===== src/rtl/sorteador_papeis.sv =====
// Role-drawing engine: captures the match seed, builds the role table and shuffles it
// with an LFSR-driven Fisher-Yates pass; roles are read back through a combinational port.
//
// state   | meaning
// --------+-----------------------------------------------------------
// OCIOSO  | idle after reset/clear, seed load or start accepted
// CARREGA | fill table with the ordered roles, i = N_JOGADORES-1
// SORTEIA | draw candidate j from LFSR, reject while j > i
// TROCA   | swap table[i] and table[j], decrement i
// PRONTO  | table valid and held, seed load or redraw accepted
module sorteador_papeis #(
    parameter int N_JOGADORES = 8,
    parameter int N_LOBOS     = 2,
    localparam int W          = $clog2(N_JOGADORES)
) (
    input  logic          clock,
    input  logic          reset,
    input  logic          zera,
    input  logic          e_seed_reg,
    input  logic [15:0]   seed_in,
    input  logic          iniciar,
    input  logic [W-1:0]  jogador_sel,
    output logic [1:0]    papel_sel,
    output logic          ocupado,
    output logic          pronto,
    output logic [2:0]    db_estado
);

    typedef enum logic [2:0] {
        OCIOSO  = 3'd0,
        CARREGA = 3'd1,
        SORTEIA = 3'd2,
        TROCA   = 3'd3,
        PRONTO  = 3'd4
    } estado_t;

    localparam logic [15:0]  SEMENTE_PADRAO = 16'hACE1;
    localparam logic [15:0]  POLINOMIO      = 16'hB400;
    localparam logic [1:0]   PAPEL_ALDEAO   = 2'd0;
    localparam logic [1:0]   PAPEL_LOBO     = 2'd1;
    localparam logic [1:0]   PAPEL_VIDENTE  = 2'd2;
    localparam logic [1:0]   PAPEL_MEDICO   = 2'd3;
    localparam logic [W-1:0] I_INICIAL      = W'(N_JOGADORES - 1);
    localparam logic [W-1:0] I_ULTIMO       = W'(1);
    localparam logic [W:0]   N_IDX          = (W+1)'(N_JOGADORES);

    estado_t       estado;
    estado_t       prox_estado;
    logic [15:0]   lfsr;
    logic [15:0]   lfsr_passo;
    logic [W-1:0]  idx_i;
    logic [W-1:0]  idx_j;
    logic [W-1:0]  candidato;
    logic [1:0]    tabela [N_JOGADORES];
    logic [1:0]    papel_i;
    logic [1:0]    papel_j;
    logic          carrega_seed;
    logic          carrega_tab;
    logic          passo_lfsr;
    logic          aceita;
    logic          troca;

    assign candidato  = lfsr[W-1:0];
    assign lfsr_passo = (lfsr >> 1) ^ (lfsr[0] ? POLINOMIO : 16'h0000);

    always_ff @(posedge clock or posedge reset) begin
        if (reset) begin
            estado <= OCIOSO;
        end else begin
            estado <= prox_estado;
        end
    end

    always_comb begin
        prox_estado  = estado;
        ocupado      = 1'b0;
        pronto       = 1'b0;
        carrega_seed = 1'b0;
        carrega_tab  = 1'b0;
        passo_lfsr   = 1'b0;
        aceita       = 1'b0;
        troca        = 1'b0;
        case (estado)
            OCIOSO, PRONTO: begin
                pronto = (estado == PRONTO);
                // a seed load wins over a simultaneous start request
                if (e_seed_reg) begin
                    carrega_seed = 1'b1;
                end else if (iniciar) begin
                    prox_estado = CARREGA;
                end
            end
            CARREGA: begin
                ocupado     = 1'b1;
                carrega_tab = 1'b1;
                prox_estado = SORTEIA;
            end
            SORTEIA: begin
                ocupado    = 1'b1;
                passo_lfsr = 1'b1;
                if (candidato <= idx_i) begin
                    aceita      = 1'b1;
                    prox_estado = TROCA;
                end
            end
            TROCA: begin
                ocupado     = 1'b1;
                troca       = 1'b1;
                prox_estado = (idx_i == I_ULTIMO) ? PRONTO : SORTEIA;
            end
            default: begin
                prox_estado = OCIOSO;
            end
        endcase
        if (zera) begin
            prox_estado = OCIOSO;
        end
    end

    always_ff @(posedge clock or posedge reset) begin
        if (reset) begin
            lfsr  <= SEMENTE_PADRAO;
            idx_i <= '0;
            idx_j <= '0;
        end else if (zera) begin
            lfsr  <= SEMENTE_PADRAO;
            idx_i <= '0;
            idx_j <= '0;
        end else begin
            // an all-zero seed would lock the LFSR, so it is replaced
            if (carrega_seed) begin
                lfsr <= (seed_in == 16'h0000) ? SEMENTE_PADRAO : seed_in;
            end else if (passo_lfsr) begin
                lfsr <= lfsr_passo;
            end
            if (carrega_tab) begin
                idx_i <= I_INICIAL;
            end else if (troca) begin
                idx_i <= idx_i - W'(1);
            end
            if (aceita) begin
                idx_j <= candidato;
            end
        end
    end

    assign papel_i = tabela[idx_i];
    assign papel_j = tabela[idx_j];

    for (genvar k = 0; k < N_JOGADORES; k++) begin : g_tabela
        localparam logic [W-1:0] K_IDX = W'(k);
        localparam logic [1:0]   PAPEL_INICIAL =
            (k < N_LOBOS)       ? PAPEL_LOBO    :
            (k == N_LOBOS)      ? PAPEL_VIDENTE :
            (k == N_LOBOS + 1)  ? PAPEL_MEDICO  : PAPEL_ALDEAO;

        logic [1:0] papel;

        // when i == j the first branch rewrites the entry with its own value
        always_ff @(posedge clock or posedge reset) begin
            if (reset) begin
                papel <= PAPEL_ALDEAO;
            end else if (zera) begin
                papel <= PAPEL_ALDEAO;
            end else if (carrega_tab) begin
                papel <= PAPEL_INICIAL;
            end else if (troca && (idx_i == K_IDX)) begin
                papel <= papel_j;
            end else if (troca && (idx_j == K_IDX)) begin
                papel <= papel_i;
            end
        end

        assign tabela[k] = papel;
    end

    assign papel_sel = ({1'b0, jogador_sel} < N_IDX) ? tabela[jogador_sel] : PAPEL_ALDEAO;
    assign db_estado = estado;

endmodule


===== config.mk =====
export PLATFORM = sky130hd
export DESIGN_NAME = sorteador_papeis
export DESIGN_NICKNAME = d
export VERILOG_FILES = /design/src/rtl/sorteador_papeis.sv
export SDC_FILE = /design/constraint.sdc
export NUM_CORES = 1
export LEC_CHECK = 0
export ABC_CLOCK_PERIOD_IN_PS = 1950
export CELL_PAD_IN_SITES_DETAIL_PLACEMENT = 1
export CELL_PAD_IN_SITES_GLOBAL_PLACEMENT = 2
export CORE_AREA = 2 2 93 95
export CTS_CLUSTER_DIAMETER = 40
export DETAILED_ROUTE_END_ITERATION = 7
export DIE_AREA = 0 0 95 97
export DONT_BUFFER_PORTS = 1
export GPL_ROUTABILITY_DRIVEN = 1
export MAX_ROUTING_LAYER = met4
export PLACE_DENSITY_LB_ADDON = 0.1
export SLEW_MARGIN = 20
export SYNTH_ARGS = -nofsm -noshare
export SYNTH_HDL_FRONTEND = slang
export SYNTH_SLANG_ARGS = --single-unit

===== constraint.sdc =====
create_clock -name clock -period 1.95 [get_ports clock]
set_input_delay 0.195 -clock clock [delete_from_list [all_inputs] [get_ports clock]]
set_output_delay 0.195 -clock clock [all_outputs]
set_load 0.005 [all_outputs]

==> impl_results.md, run 1 <==
* Status: finished, final reports clean
* Critical path arrival at 2040 ps
* Met3 wire length at 519 µm
* Avg Cell Area, Syn at 8.94 µm²
* Hold Fails Final Rpt at 0
* Clock transition at path regs at 90 ps
* Top routing layer in use: met4
* Clock share of power at roughly a third
* Input/output buffers at 0
* Post-route setup slack at 100 ps
* Max VDD drop at 0.000393 V
* Fin crit share at 94.8%
* Initial Utilization at 34.5%
* YS warnings at 0
* Async SR Flop Fraction at between 90% and 100%
* Vias in the first global route at around 2,700
* Diodes inserted at 0
* Crit path time final at 1850 ps
* Core area at 8130 µm²
* Nets at 370
* Residual DRC at 0
* Die span in y at around 97 µm
* Setup CP Type: flop to flop
* Worst path max stage delay at 620 ps
* Htree depth at 2
* Comb power frac at between 20% and 30%
* Placement Setup Slack at 69.2 ps
* Leakage power at 0.00133 µW
* RSZ-0062 raised after global routing: no
* Filler Cell Count at 955
* Worst slew pin tran at slightly above 800 ps
* Grt total ovfl at 0
* DR WL met2 at 4.44 mm
* WL met1 at roughly 4.7 mm
* TritonCTS clock tree: yes
* Hold Path Class: input pin to flop
* Detailed-route vias per instance at 5.85
* Instance count of the mapped netlist at 314
* Clk buf depth at 2
* Number of CTS-inserted buffers at 5
* Seq/Total Area, Yosys at 36.9%
* Post-Syn Nets at approximately 350
* Net Sw Frac at between 30% and 40%
* Most used DFF post-synth: dfrtp_1
* Worst Path Buf+Inv at 1
* # setup viols final at 0
* FMAX at 541 MHz
* Setup TNS at 0 ps
* Routed via count at about 2,600
* Total track usage at 22.7%
* Total wire length at 9.70 mm
* Layout cell share with drive strength beyond 1 at about a fifth
* Internal power at 1520 µW
* Post-synth cell types at 50
* Largest net degree at the start of global routing at 42
* Crit path max fanout at 8
* Dpl hpwl at 7.14 mm
* Die extent in x at 95 µm
* # Max-Cap Violations at 0
* GPL Wtd Cong at 0.902
* Clock skew at 12.6 ps
* Setup crit end kind: flop
* Clk root buf: clkbuf_8
* Power Dens Cells at 667 nW/µm²
* Drt initial violations at 115
* CP required at roughly 2100 ps
* Die area at 9220 µm²
* Slew margin rel. at between 40% and 50%
* Number of synthesized flops with an enable pin at 0
* Critical-path cell list: mux4_1 > mux2i_4 > buf_12 > nor2_2 > a31o_1 > o21a_1
* Clock network latency to the later pin of the worst-skew pair at 310 ps
* Sw power at 676 µW
* Seq pwr share at 45.1%
* First-pass GRT wire length at roughly 15 mm
* Syn-to-layout area delta at 17.2%
* Final slew viol count at 0
* Critical path's slowest cell: mux4_1
* Clock sink count at between 40 and 50
* FP Rows at 33
* # IOs at 31
* Cell area after synthesis at 2810 µm²
* Initial antenna violation count at 0
* Crit start category: flop
* Detailed-route wire length per cell at approximately 22 µm
* Top delay family on crit path: multiplexers
* Routed Antenna Nets at 0
* #FFs+latches synth at 41
* 1st-pass router iterations at 4
Yosys cell counts (2+ instances only):
cell type   n  share of area, %
and3_1      5               1.1
nand3b_1    3              0.80
nor2b_1     7               1.6
nand2b_1    2              0.45
inv_1       9               1.2
mux2i_1     9               3.2
nor3b_1     2              0.53
mux4_2      7               5.6
o21ai_0    16               2.9
a22oi_1     4               1.1
a221oi_1    3              0.94
a211oi_1    4               1.1
or2_2       2              0.45
a21oi_1    28               5.0
dfstp_2     8               7.5
nor3_1      4              0.71
nand2_1    37               4.9
clkbuf_1   12               1.6
o2bb2ai_1   6               1.9
a311oi_1    5               1.6
nor2_1     37               4.9
a32o_1      2              0.71
mux4_1      2               1.9
buf_2       5              0.89
nand4_1     4              0.89
nor4_1      4              0.89
ha_1        8               3.6
a31oi_1    10               2.2
nand3_1    10               1.8
o22ai_1     2              0.45
mux2_2      2              0.80
o21a_1      3              0.80
xnor2_1     2              0.62
dfrtp_1    33                29
a32oi_1     2              0.62
logic make-up after synthesis:
kind of cell    Yosys count  share of synthesized area [%]
compound gates           91                           21.3
xor+xnor                  3                          0.936
fa+ha+maj                 8                           3.57
buf+inv                  27                           3.97
flops                    41                           36.9
mux                      21                           12.3
simple gates            123                           21.1
per-stage QoR:
stage,total power [µW],util [%],cells,hold WS [ps],instance area (µm²)
2_1_floorplan,1290,-,314,324,2810
3_3_place_gp,1470,38.4,433,257,3130
3_5_place_dp,1470,38.4,433,258,3130
4_1_cts,2200,40.0,443,0.435,3250
5_1_grt,2310,40.4,444,14.2,3290
6_report,2190,40.4,444,5.55,3290
state kept, by name (all words and copies together) (netlist names):
name	count
idx_i	3
db_estado	3
g_tabela.papel	16
idx_j	3
lfsr	16
timing repair:
action	CTS	global route
resized for setup	0	5
endpoints found under the setup margin	0	10
hold buffers	2	0
setup buffers	0	1
endpoints found under the hold margin	51	0
area by class of cell:
type                            instances  area (µm²)  share of cell area (%)
Clock buffer                            6        72.6                    2.21
Clock inverter                          2        35.0                    1.07
Sequential cell                        41        1040                    31.5
Tap cell                              105         131                    3.99
Timing Repair Buffer                   35         305                    9.28
Inverter                                9        33.8                    1.03
Multi-Input combinational cell        246        1670                    50.9
power groups by stage:
stage	Sequential, µW	Combinational [µW]	Clock [µW]
2_1_floorplan	974	317	0
6_report	989	496	709
3_3_place_gp	1000	468	0
5_1_grt	999	549	759
3_5_place_dp	1000	471	0
4_1_cts	987	485	729
worst reg2reg max path, cell delays in order (launching register included):
cell	delay [ps]
dfrtp_1	410
mux4_1	620
mux2i_4	190
buf_12	150
nor2_2	40
a31o_1	180
o21a_1	160
routing by layer:
| layer | vias up | track usage [%] |
|---|---|---|
| met5 | - | - |
| met4 | 0 | 4.01 |
| met3 | 6 | 3.66 |
| met2 | 73 | 32.9 |
| met1 | 1310 | 33.8 |
| li1 | 1208 | - |
layout by cell type, fill, tap and decap left out, types with 4 or more instances in the layout:
cell,count
nand2_1,37
nor2_1,37
dfrtp_1,32
buf_4,30
a21oi_1,28
o21ai_0,15
nand3_1,10
a31oi_1,10
mux2i_1,9
inv_1,8
ha_1,8
dfstp_2,8
mux4_2,7
nor2b_1,7
o2bb2ai_1,6
a311oi_1,5
and3_1,5
clkbuf_8,5
nand4_1,4
nor3_1,4
nor4_1,4
a22oi_1,4
a211oi_1,4
path summary, 6_finish.rpt:
path                       slack, ps                 start                          endpoint  cells after the start
max                              100  idx_i[0]$_DFFE_PP0P_  g_tabela[7].papel[1]$_DFFE_PP0P_                      6
min                                6            seed_in[9]               lfsr[9]$_DFFE_PP0P_                      2
max reg2reg                      100  idx_i[0]$_DFFE_PP0P_  g_tabela[7].papel[1]$_DFFE_PP0P_                      6
min reg2reg                      480   lfsr[5]$_DFFE_PP1P_               lfsr[5]$_DFFE_PP1P_                      1
max in group asynchronous       1080                 reset              idx_i[1]$_DFFE_PP0P_                      3
min in group asynchronous        470                 reset  g_tabela[2].papel[0]$_DFFE_PP0P_                      3
No activity file was read; power rests on OpenSTA's default activity.
==> run 2, diff against run 1 <==
--- a/config.mk
+++ b/config.mk
@@ -8,9 +8,9 @@
 export ABC_CLOCK_PERIOD_IN_PS = 1950
+export BUFFER_PORTS_ARGS = -buffer_cell sky130_fd_sc_hd__buf_2
 export CELL_PAD_IN_SITES_DETAIL_PLACEMENT = 1
 export CELL_PAD_IN_SITES_GLOBAL_PLACEMENT = 2
-export CORE_AREA = 2 2 93 95
+export CORE_AREA = 2 2 96 98
 export CTS_CLUSTER_DIAMETER = 40
 export DETAILED_ROUTE_END_ITERATION = 7
-export DIE_AREA = 0 0 95 97
-export DONT_BUFFER_PORTS = 1
+export DIE_AREA = 0 0 98 100
 export GPL_ROUTABILITY_DRIVEN = 1
@@ -18,2 +18,3 @@
 export PLACE_DENSITY_LB_ADDON = 0.1
+export RECOVER_POWER = 25
 export SLEW_MARGIN = 20
==> constraint.sdc (replaced) <==
create_clock -name clock -period 1.95 [get_ports clock]
set_input_delay 0.2925 -clock clock [delete_from_list [all_inputs] [get_ports clock]]
set_output_delay 0.2925 -clock clock [all_outputs]
set_load 0.005 [all_outputs]
==> run 2 against run 1 <==
Compared with the run above:
- the flow now finishes with violations (negative setup slack)
- first-iteration DRC count up 48%
- non-clock buffer count grew 36
- setup slack got worse by 120 ps
- via count increased by 3.7%
- core utilization is 1.6 points lower
- sequential power is essentially flat
- sequential share of layout area is 1.4 points lower
- clock power fell by 18%
- highest routed layer unchanged
==> impl_results.md, run 2 (synthesis gave the netlist of run 1 again) <==
* WL met1 at between 4 and 5 mm
* Sw power at 690 µW
* Setup crit end kind: output port
* Die extent in x at 98 µm
* Clk root buf: clkbuf_8
* Met3 wire length at 481 µm
* Routed via count at 2,694
* FP Rows at 35
* Input/output buffers at 30
* Worst path max stage delay at 450 ps
* Detailed-route wire length per cell at ~20 µm
* DR WL met2 at 4.33 mm
* Residual DRC at 0
* # Max-Cap Violations at 0
* 1st-pass router iterations at 4
* GPL Wtd Cong at 0.872
* Largest net degree at the start of global routing at 29
* Top delay family on crit path: multiplexers
* Number of CTS-inserted buffers at 5
* Hold Path Class: input pin to flop
* Htree depth at 2
* # IOs at 31
* RSZ-0062 raised after global routing: yes
* Vias in the first global route at 2,877
* Status: finished with violations
* Power Dens Cells at roughly 600 nW/µm²
* Die area at between 9000 and 10,000 µm²
* Seq pwr share at 47.5%
* # setup viols final at 1
* Final slew viol count at 0
* Top routing layer in use: met4
* Die span in y at 100 µm
* First-pass GRT wire length at 16.5 mm
* Filler Cell Count at around 1,100
* Slew margin rel. at about half
* Post-route setup slack at -20.1 ps
* Critical-path cell list: buf_6 > mux4_2 > mux2_4 > buf_6
* Worst slew pin tran at approximately 760 ps
* Core area at around 8900 µm²
* TritonCTS clock tree: yes
* Crit path max fanout at 2
* Hold Fails Final Rpt at 0
* Clock transition at path regs at 80 ps
* Total wire length at just under 10 mm
* Clk buf depth at 2
* Total track usage at 22.3%
* Setup TNS at -20.1 ps
* CP required at roughly 1700 ps
* Net Sw Frac at 33.1%
* Layout cell share with drive strength beyond 1 at roughly 29%
* Comb power frac at 24.7%
* Routed Antenna Nets at 0
* Diodes inserted at 0
* Initial Utilization at 31.6%
* Dpl hpwl at 7.41 mm
* Leakage power at 0.00147 µW
* Internal power at about 1400 µW
* Most frequent cells in the layout: nor2_1, nand2_1, buf_4, dfrtp_1, buf_2
* Clock sink count at 41
* Clock network latency to the later pin of the worst-skew pair at 300 ps
* Detailed-route vias per instance at 5.54
* Worst Path Buf+Inv at 2
* Syn-to-layout area delta at 23.1%
* Initial antenna violation count at 0
* Crit start category: flop
* Fin crit share at 101%
* Grt total ovfl at 0
* Nets at 406
* Most common cell after layout, fill and taps aside: nor2_1
* FMAX at 508 MHz
* Clock share of power at 27.8%
* Setup CP Type: flop to output port
* Critical path's slowest cell: mux4_2
* Drt initial violations at 170
* Hold_ws at between 200 and 250 ps
* Violated checks: negative setup slack
* Clock skew at 4.17 ps
* Regs by FF count: g_tabela.papel (16), lfsr (16)
* Most used cell, CP: buf_6
* Critical path arrival at roughly 1700 ps
* Max VDD drop at about 0.00022 V
* Crit path time final at 1970 ps
==> run 2: cell count changes in the layout (fill, tap and decap cells not counted), moves of 2 or more <==
cell | before | now
dfrtp_2 | 1 | 4
buf_6 | 0 | 3
buf_2 | 0 | 29
dfrtp_1 | 32 | 29
mux2_4 | 0 | 2
mux2_2 | 2 | 0
buf_12 | 3 | 1
buf_4 | 30 | 36
==> run 2: final timing paths <==
| kind | start | end | slack (ps) | cells past startpoint |
|---|---|---|---|---|
| max | g_tabela[4].papel[1]$_DFFE_PP0P_ | papel_sel[1] | -20 | 4 |
| min | seed_in[4] | lfsr[4]$_DFFE_PP0P_ | 230 | 3 |
| max reg2reg | g_tabela[6].papel[1]$_DFFE_PP0P_ | g_tabela[7].papel[1]$_DFFE_PP0P_ | 70 | 7 |
| min reg2reg | lfsr[7]$_DFFE_PP1P_ | lfsr[7]$_DFFE_PP1P_ | 490 | 1 |
| max in group asynchronous | reset | idx_i[1]$_DFFE_PP0P_ | 330 | 4 |
| min in group asynchronous | reset | lfsr[4]$_DFFE_PP0P_ | 510 | 3 |
==> run 2: per-layer routing <==
metal	vias up	GRT usage (%)
li1	1289	-
met1	1324	32.3
met2	67	32.2
met3	14	3.20
met4	0	7.26
met5	-	-
==> run 2: layout make-up <==
class                   instances  area, µm²  area share, %
clock buffers                   6       72.6           2.10
clock inverters                 2       10.0          0.290
inverters                       9       33.8          0.977
multi-input cells             246       1680           48.5
flip-flops and latches         41       1040           30.1
well taps                     111        139           4.02
repair buffers                 71        484           14.0
==> run 2: metrics by stage <==
stage / instances / setup slack [ps] / instance area [µm²] / utilization (%) / total power [µW]
4_1_cts: 480 / -30.4 / 3400 / 38.2 / 2100
6_report: 486 / -20.1 / 3460 / 38.9 / 2080
3_5_place_dp: 468 / 45.7 / 3260 / 36.7 / 1510
3_3_place_gp: 468 / 76.6 / 3260 / 36.7 / 1500
5_1_grt: 486 / -72.6 / 3460 / 38.9 / 2210
2_1_floorplan: 314 / 56.7 / 2810 / - / 1290
==> run 2: timing repair <==
action	in CTS	in global routing
setup buffers	3	6
gates resized for setup	4	8
endpoints found under the setup margin	1	19
hold buffers	1	0
endpoints found under the hold margin	7	0
==> run 2: worst reg2reg max path, delay by kind of cell (launching register included) <==
family | cells | cell delay [ps]
AOI/OAI and AO/OA | 2 | 340
buffers and inverters | 2 | 280
DFF | 1 | 400
muxes | 2 | 720
and+or+nand+nor | 1 | 30
==> run 2: power by group through the flow <==
stage / clock [µW] / combinational, µW / sequential (µW)
global placement: 0 / 500 / 1000
floorplan: 0 / 317 / 974
global route: 637 / 576 / 997
detailed placement: 0 / 504 / 1000
CTS: 605 / 509 / 987
finish: 579 / 515 / 989
